`src/rtl/tile_run_controller.sv`:
```
// tile_run_controller
//   Sequences a run of NUM_TILES tiles: it holds them in reset, releases them,
//   counts run cycles, collects per-tile done flags and exit codes, and reports
//   pass, fail or timeout.
//
// Ports
//   clock          single clock
//   reset          synchronous, active-low reset
//   io_start       single-cycle start/restart request (honoured in IDLE and DONE)
//   io_tile_done   per-tile done strobe or level (sampled in RUN only)
//   io_tile_code   per-tile exit code; tile i at [i*CODE_W +: CODE_W]
//   io_tile_reset  active-high reset to each tile
//   io_busy        high in RESET or RUN
//   io_finished    high in DONE
//   io_pass        all tiles done, none failed, no timeout (valid in DONE)
//   io_timeout     run ended by timeout
//   io_done_mask   sticky per-tile done
//   io_fail_mask   tile reported a nonzero exit code on its first done
//   io_cycles      RUN cycles elapsed in the current/last run
module tile_run_controller #(
    parameter int NUM_TILES      = 1,
    parameter int RESET_CYCLES   = 2,
    parameter int TIMEOUT_CYCLES = 100,
    parameter int CNT_W          = 32,
    parameter int CODE_W         = 8
) (
    input  logic                        clock,
    input  logic                        reset,
    input  logic                        io_start,
    input  logic [NUM_TILES-1:0]        io_tile_done,
    input  logic [NUM_TILES*CODE_W-1:0] io_tile_code,
    output logic [NUM_TILES-1:0]        io_tile_reset,
    output logic                        io_busy,
    output logic                        io_finished,
    output logic                        io_pass,
    output logic                        io_timeout,
    output logic [NUM_TILES-1:0]        io_done_mask,
    output logic [NUM_TILES-1:0]        io_fail_mask,
    output logic [CNT_W-1:0]            io_cycles
);

    typedef enum logic [1:0] {
        ST_IDLE,
        ST_RESET,
        ST_RUN,
        ST_DONE
    } state_t;

    localparam logic [CNT_W-1:0] TIMEOUT_LIMIT = CNT_W'(TIMEOUT_CYCLES);
    localparam logic [31:0]      RST_LAST      = 32'(RESET_CYCLES - 1);

    state_t          state;
    logic [31:0]     rst_cnt;

    logic [NUM_TILES-1:0] new_done;
    logic [NUM_TILES-1:0] code_nz;
    logic [NUM_TILES-1:0] next_done;
    logic [NUM_TILES-1:0] next_fail;
    logic                 all_done;
    logic                 timeout_hit;
    logic [CNT_W-1:0]     cycles_inc;

    // Only the first done of each tile captures its exit code.
    always_comb begin
        code_nz = '0;
        for (int unsigned i = 0; i < NUM_TILES; i++) begin
            code_nz[i] = |io_tile_code[i*CODE_W +: CODE_W];
        end
        new_done    = io_tile_done & ~io_done_mask;
        next_done   = io_done_mask | io_tile_done;
        next_fail   = (io_fail_mask & ~new_done) | (code_nz & new_done);
        all_done    = &next_done;
        cycles_inc  = io_cycles + CNT_W'(1);
        timeout_hit = (cycles_inc == TIMEOUT_LIMIT);
    end

    always_ff @(posedge clock) begin
        if (!reset) begin
            state         <= ST_IDLE;
            rst_cnt       <= '0;
            io_tile_reset <= '1;
            io_busy       <= 1'b0;
            io_finished   <= 1'b0;
            io_pass       <= 1'b0;
            io_timeout    <= 1'b0;
            io_done_mask  <= '0;
            io_fail_mask  <= '0;
            io_cycles     <= '0;
        end else begin
            case (state)
                ST_IDLE, ST_DONE: begin
                    io_tile_reset <= '1;
                    if (io_start) begin
                        state        <= ST_RESET;
                        rst_cnt      <= '0;
                        io_busy      <= 1'b1;
                        io_finished  <= 1'b0;
                        io_pass      <= 1'b0;
                        io_timeout   <= 1'b0;
                        io_done_mask <= '0;
                        io_fail_mask <= '0;
                        io_cycles    <= '0;
                    end
                end
                ST_RESET: begin
                    rst_cnt <= rst_cnt + 32'd1;
                    if (rst_cnt == RST_LAST) begin
                        state         <= ST_RUN;
                        io_tile_reset <= '0;
                    end
                end
                ST_RUN: begin
                    io_cycles    <= cycles_inc;
                    io_done_mask <= next_done;
                    io_fail_mask <= next_fail;
                    // Registered copy of the new mask re-holds a finished tile
                    // from the cycle after its done is captured.
                    io_tile_reset <= next_done;
                    if (all_done) begin
                        state         <= ST_DONE;
                        io_tile_reset <= '1;
                        io_busy       <= 1'b0;
                        io_finished   <= 1'b1;
                        io_timeout    <= 1'b0;
                        io_pass       <= ~|next_fail;
                    end else if (timeout_hit) begin
                        state         <= ST_DONE;
                        io_tile_reset <= '1;
                        io_busy       <= 1'b0;
                        io_finished   <= 1'b1;
                        io_timeout    <= 1'b1;
                        io_pass       <= 1'b0;
                    end
                end
                default: begin
                    state <= ST_IDLE;
                end
            endcase
        end
    end

endmodule

```
`config.mk`:
```
export PLATFORM = sky130hd
export DESIGN_NAME = tile_run_controller
export DESIGN_NICKNAME = d
export VERILOG_FILES = /design/src/rtl/tile_run_controller.sv
export SDC_FILE = /design/constraint.sdc
export NUM_CORES = 1
export LEC_CHECK = 0
export ABC_AREA = 1
export CORE_ASPECT_RATIO = 1.25
export CORE_MARGIN = 2
export CORE_UTILIZATION = 30
export DETAILED_ROUTE_END_ITERATION = 16
export SLEW_MARGIN = 15
export SYNTH_ARGS = -nofsm -noshare
export SYNTH_HDL_FRONTEND = slang
export SYNTH_SLANG_ARGS = --single-unit
```
`constraint.sdc`:
```
create_clock -name clock -period 3.4 [get_ports clock]
set_clock_uncertainty 0.1 [all_clocks]
set_input_delay 0.51 -clock clock [delete_from_list [all_inputs] [get_ports clock]]
set_output_delay 0.51 -clock clock [all_outputs]
set_load 0.05 [all_outputs]
```
==> results of run 1 <==
## cells in the mapped netlist
cell type / number
ha_1: 7
o21ai_1: 1
a2111oi_0: 1
o21ai_2: 1
a31oi_1: 2
nand3b_1: 10
o21bai_1: 1
a221oi_1: 1
nor2_4: 5
nand3_1: 34
dfxtp_1: 73
o221a_2: 1
a211oi_1: 3
nor3b_2: 1
nand2_4: 2
or2_2: 2
clkbuf_1: 10
and3_1: 1
nor2_2: 7
nor2_1: 90
a311oi_1: 1
buf_1: 2
nor4_1: 5
nand4_1: 10
nand2_1: 210
nand2_2: 6
nand3_2: 1
xnor2_1: 3
xor2_1: 4
inv_1: 75
o21ai_0: 19
nor3b_1: 1
nor3_1: 19
a21oi_1: 65
## worst register-to-register path: cells and delay by family, from the launching register on
kind	cells	cell delay, ns
flops	1	0.37
buf+inv	1	0.06
fa+ha+maj	1	0.33
simple gates	8	1.08
compound gates	2	0.47
## final timing paths
| check | depth (start not counted) | endpoint | slack, ns | from |
|---|---|---|---|---|
| worst max-delay path | 12 | rst_cnt[19]$_SDFFE_PN0P_ | 0.86 | state[0]$_SDFFE_PN0P_ |
| worst min-delay path | 2 | io_finished$_SDFFE_PN0P_ | 0.38 | io_finished$_SDFFE_PN0P_ |
| worst max register to register | 12 | rst_cnt[19]$_SDFFE_PN0P_ | 0.86 | state[0]$_SDFFE_PN0P_ |
| worst min register to register | 2 | io_finished$_SDFFE_PN0P_ | 0.38 | io_finished$_SDFFE_PN0P_ |
## cells by family (layout without fill, tap and decap cells)
group                    Yosys count  in the layout  share of synthesized area (%)
flip-flops                        73             73                           34.6
adder cells (fa/ha/maj)            7              7                           2.08
AO/OA/AOI/OAI                     96             96                           12.2
XOR/XNOR                           7              7                           1.45
AND/OR/NAND/NOR                  404            404                           41.9
buffers and inverters             87            144                           7.74
## state kept, by name (all words and copies together) (netlist names)
| name | flops |
|---|---|
| io_done_mask | 1 |
| io_busy | 1 |
| io_tile_reset | 1 |
| state | 2 |
| io_fail_mask | 1 |
| io_pass | 1 |
| io_finished | 1 |
| rst_cnt | 32 |
| io_cycles | 32 |
| io_timeout | 1 |
## power groups by stage
stage               Combinational (mW)  Clock [mW]  Sequential [mW]
global route                     0.687       0.986            0.943
CTS                              0.625       0.947            0.937
detailed placement               0.621           0            0.956
finish                           0.617       0.917            0.937
floorplan                        0.358           0             1.03
global placement                 0.627           0            0.957
## cell type report
cell class / instances / area share [%]
clock inverter: 2 / 0.240
timing repair buffer: 54 / 10.2
inverter: 75 / 5.40
multi-input combinational: 514 / 46.7
tap: 175 / 4.20
sequential: 73 / 28.0
clock buffer: 13 / 5.19
## layer usage
layer	part of all wire (%)	wire length, um	track usage [%]	vias to the layer above
li1	-	-	-	2284
met1	44	5020	18.9	1850
met2	49	5620	27.9	85
met3	3.7	423	3.71	21
met4	2.9	336	7.45	0
met5	0	0	0	-
==> impl_metrics.env, run 1 <==
export IMPL_core_region_area_sq_mm=0.0138
export IMPL_synthCells=674
export IMPL_dp_cells=891
export IMPL_regArea_sq_mm=0.00146
export IMPL_worstPathMaxFanout=9
export IMPL_die_x_um=110
export IMPL_crit_buf_inv=1
export IMPL_cts_tree="yes"
export IMPL_first_pass_iters=5
export IMPL_tightest_slew_ns=0.571
export IMPL_combPwrFrac_pct=25.0
export IMPL_synth_area_top_cells="dfxtp_1, nand2_1, nor2_1"
export IMPL_fin_crit_sh_pct=74.8
export IMPL_grtUsageTotal_pct=16.3
export IMPL_dieArea_sq_mm=0.0150
export IMPL_clock_latency_ns=0.35
export IMPL_period_needed_ns=2.54
export IMPL_final_nets=746
export IMPL_rsz0062_at_grt="no"
export IMPL_hold_path_class="reg2reg"
export IMPL_cp_end_kind="register"
export IMPL_power_density_mw_per_mm2=474
export IMPL_cts_hold_buffers=0
export IMPL_grt_max_degree=40
export IMPL_peakVddDrop_mv=0.268
export IMPL_total_power_mw=2.47
export IMPL_multiInputGateArea_sq_mm=0.00243
export IMPL_seq_area_frac_synth_pct=34.6
export IMPL_status="finished clean"
export IMPL_hold_viol=0
export IMPL_yosys_area_top_type="dfxtp_1"
export IMPL_wire_per_inst_um=12.6
export IMPL_p_leak_nw=1.84
export IMPL_synth_seq_cells=73
export IMPL_die_h_um=137
export IMPL_drv_slew=0
export IMPL_critPathLaunchType="register"
export IMPL_tns_ns=0
export IMPL_cts_buffers=9
export IMPL_clkPwrFrac_pct=37.1
export IMPL_critPathArrivalTime_ns=2.65
export IMPL_place_ws_ns=0.670
export IMPL_clkSinkCount=73
export IMPL_grt_pass1_wl_um=18800
export IMPL_route_detailed_drc=0
export IMPL_ctsResizeCount=0
export IMPL_clk_pin_slew_ns=0.05
export IMPL_final_common_cell="nand2_1"
export IMPL_boundaryPins=51
export IMPL_synthesis_area_sq_mm=0.00422
export IMPL_max_cap_violations=0
export IMPL_hold_slack_ns=0.382
export IMPL_power_frac_seq_pct=37.9
export IMPL_vias=4240
export IMPL_grt_pass1_vias=3938
export IMPL_yosys_warnings=0
export IMPL_fin_ws_ns=0.858
export IMPL_antenna_cells=0
export IMPL_fmax_ghz=0.393
export IMPL_clockRootBuffer="clkbuf_16"
export IMPL_p_switching_mw=0.850
export IMPL_critPathRequiredTime_ns=3.51
export IMPL_yosysUniqueCellTypes=34
export IMPL_htree_levels=3
export IMPL_dr_first_iter_drc_count=263
export IMPL_placed_cell_area_sq_mm=0.00493
export IMPL_nFillCells=1488
export IMPL_relSlewSlack_pct=61.9
export IMPL_final_cell_mix="nand2_1, nor2_1, inv_1, dfxtp_1, a21oi_1"
export IMPL_syn_to_final_growth_pct=23.5
export IMPL_finalNonFillerCells=906
export IMPL_place_gp_congestion=0.931
export IMPL_drive_gt1_share_pct=6.16
export IMPL_hpwl_um=8470
export IMPL_utilization_pct=37.9
export IMPL_crit_type="reg2reg"
export IMPL_cp_slowest_stage_delay_ns=0.37
export IMPL_antenna_found_initial=0
export IMPL_start_util_pct=30.7
export IMPL_fp_row_count=48
export IMPL_worstPathCellList="inv_1 > ha_1 > o21ai_2 > nand2_1 > nor2_1 > nand2_1 > nor2_2 > nand3_1 > nor2_1 > nand2_1 > nor2_1 > a311oi_1"
export IMPL_intPower_mw=1.62
export IMPL_path_delay_family="simple AND/OR/NAND/NOR gates"
export IMPL_setup_viol=0
export IMPL_avgSynthCellArea_sq_um=6.26
export IMPL_routed_via_density=4.68
export IMPL_yosysTopAreaCellShare_pct=34.6
export IMPL_design_area_sq_mm=0.00521
export IMPL_cp_slowest_cell="dfxtp_1"
export IMPL_ant_nets=0
export IMPL_post_cts_buffers=0
export IMPL_sw_frac_of_total_pct=34.4
export IMPL_drt_total_wl_um=11400
export IMPL_synth_fp_nets=693
export IMPL_overflow=0
export IMPL_clk_path_buf_depth=2
export IMPL_portBuffers=50
Power figures use the tool's default switching activity.
==> run 2, diff against run 1 <==
Clock period 3.4 ns to 2.19 ns, I/O delays scaled along.
==> run 2 against run 1 <==
Against the previous run: the run now ends with negative setup slack left; fmax rose by 13%; wire length rose by 12%; count of clock-buffer cells in the layout rose by 3; cell area rose by 18%; flip-flop and latch count did not move; power rose by 69%; non-clock buffer count rose by 95; via count rose by 11%; critical path type unchanged; largest cell class unchanged; highest routed layer unchanged.
==> impl_metrics.env, run 2 (synthesis gave the netlist of run 1 again) <==
export IMPL_hpwl_um=9320
export IMPL_r2r_end="state[1]$_SDFFE_PN0P_"
export IMPL_hold_path_class="reg2reg"
export IMPL_violations="negative setup slack"
export IMPL_drt_total_wl_um=12800
export IMPL_relSlewSlack_pct=65.3
export IMPL_cts_tree="yes"
export IMPL_ant_nets=0
export IMPL_drv_slew=0
export IMPL_routed_via_density=4.69
export IMPL_start_util_pct=30.7
export IMPL_final_cell_mix="nand2_1, buf_4, nor2_1, inv_1, a21oi_1"
export IMPL_crit_end="state[1]$_SDFFE_PN0P_"
export IMPL_max_cap_violations=0
export IMPL_critPathLaunchType="register"
export IMPL_reg_top3="io_cycles (32), rst_cnt (32), state (2)"
export IMPL_cp_end_kind="register"
export IMPL_rsz0062_at_grt="yes"
export IMPL_period_needed_ns=2.26
export IMPL_crit_start="io_cycles[0]$_SDFFE_PN0P_"
export IMPL_status="finished, violations left"
export IMPL_clkSinkCount=73
export IMPL_antenna_cells=0
export IMPL_overflow=0
export IMPL_peakVddDrop_mv=0.344
export IMPL_r2r_cells=14
export IMPL_fmax_ghz=0.443
export IMPL_grt_pass1_wl_um=20500
export IMPL_syn_to_final_growth_pct=46.0
export IMPL_clock_latency_ns=0.35
export IMPL_die_h_um=137
export IMPL_vias=4702
export IMPL_dieArea_sq_mm=0.0150
export IMPL_place_ws_ns=-0.187
export IMPL_boundaryPins=51
export IMPL_setup_viol=8
export IMPL_grtUsageTotal_pct=17.5
export IMPL_clockRootBuffer="clkbuf_16"
export IMPL_fin_ws_ns=-0.0687
export IMPL_critPathArrivalTime_ns=2.37
export IMPL_grt_max_degree=40
export IMPL_crit_type="reg2reg"
export IMPL_tns_ns=-0.396
export IMPL_p_leak_nw=2.44
export IMPL_cts_hold_buffers=0
export IMPL_wire_per_inst_um=12.7
export IMPL_cp_slowest_cell="dfxtp_4"
export IMPL_die_x_um=110
export IMPL_drive_gt1_share_pct=23.1
export IMPL_r2r_start="io_cycles[0]$_SDFFE_PN0P_"
export IMPL_tightest_slew_ns=0.518
export IMPL_critPathRequiredTime_ns=2.30
export IMPL_cp_slowest_stage_delay_ns=0.36
export IMPL_reg2reg_slack_ns=-0.07
export IMPL_grt_pass1_vias=4494
export IMPL_place_gp_congestion=0.865
export IMPL_power_density_mw_per_mm2=679
export IMPL_first_pass_iters=7
export IMPL_route_detailed_drc=0
export IMPL_hold_viol=0
export IMPL_portBuffers=50
export IMPL_worstPathCellList="buf_6 > nand2_4 > nor2_4 > nand2_2 > nor2_4 > xor2_1 > nor2_1 > nand2_1 > nor2_2 > nand3_2 > nand2_4 > nand2_2 > nand2_1 > a21oi_2"
export IMPL_clk_pin_slew_ns=0.06
export IMPL_final_nets=841
export IMPL_htree_levels=3
export IMPL_utilization_pct=44.8
export IMPL_fin_crit_sh_pct=103
export IMPL_fp_row_count=48
export IMPL_antenna_found_initial=0
export IMPL_cts_buffers=9
export IMPL_core_region_area_sq_mm=0.0138
export IMPL_dr_first_iter_drc_count=209
export IMPL_worstPathMaxFanout=8
export IMPL_total_power_mw=4.18
export IMPL_final_common_cell="nand2_1"
export IMPL_clk_path_buf_depth=2
-- run 2: cell type report --
| type | instances | area [sq um] |
|---|---|---|
| Sequential cell | 73 | 1490 |
| Clock buffer | 16 | 262 |
| Inverter | 75 | 282 |
| Fill cell | 1433 | 7590 |
| Multi-Input combinational cell | 514 | 2640 |
| Tap cell | 175 | 219 |
| Timing Repair Buffer | 149 | 1270 |
-- run 2: timing repair --
action,4_1_cts,5_1_grt
resized for setup,22,37
endpoints found under the hold margin,0,0
endpoints found under the setup margin,17,24
pin swaps,22,18
buffers inserted,9,5
-- run 2: worst max-delay path: cells and delay by family (launching register included) --
kind            cells  cell delay [ns]
compound gates      1             0.05
xor+xnor            1             0.12
simple gates       11             1.38
flops               1             0.36
buf+inv             1             0.10
-- run 2: stage by stage --
stage,hold slack [ns],instance area (sq um),instances
floorplan,0.313,4250,674
finish,0.357,6160,1002
global placement,0.354,5580,972
CTS,0.369,6000,997
global route,0.378,6160,1002
detailed placement,0.363,5580,972
-- run 2: worst min-delay path by stage --
stage / from / to / depth (start not counted) / slack [ns]
4_1_cts: io_pass$_SDFFE_PN0P_ / io_pass$_SDFFE_PN0P_ / 2 / 0.37
3_3_place_gp: io_timeout$_SDFFE_PN0P_ / io_timeout$_SDFFE_PN0P_ / 2 / 0.35
6_report: io_pass$_SDFFE_PN0P_ / io_pass$_SDFFE_PN0P_ / 2 / 0.36
3_5_place_dp: io_timeout$_SDFFE_PN0P_ / io_timeout$_SDFFE_PN0P_ / 2 / 0.36
5_1_grt: io_pass$_SDFFE_PN0P_ / io_pass$_SDFFE_PN0P_ / 2 / 0.38
2_1_floorplan: reset / io_tile_reset$_SDFFE_PN1P_ / 1 / 0.31
-- run 2: metal layers --
layer / GRT usage [%] / vias to the layer above / part of all wire, %
met5: 0 / - / 0
met4: 7.74 / 0 / 2.6
met3: 3.19 / 22 / 3.2
met2: 31.1 / 77 / 51
met1: 20.0 / 2131 / 43
li1: - / 2472 / -
-- run 2: power breakdown --
part           internal (mW)  leakage (nW)  switching [mW]  total [mW]
Combinational          0.520          1.72           0.836        1.36
Clock                  0.802         0.125           0.577        1.38
Sequential              1.40         0.599          0.0511        1.45
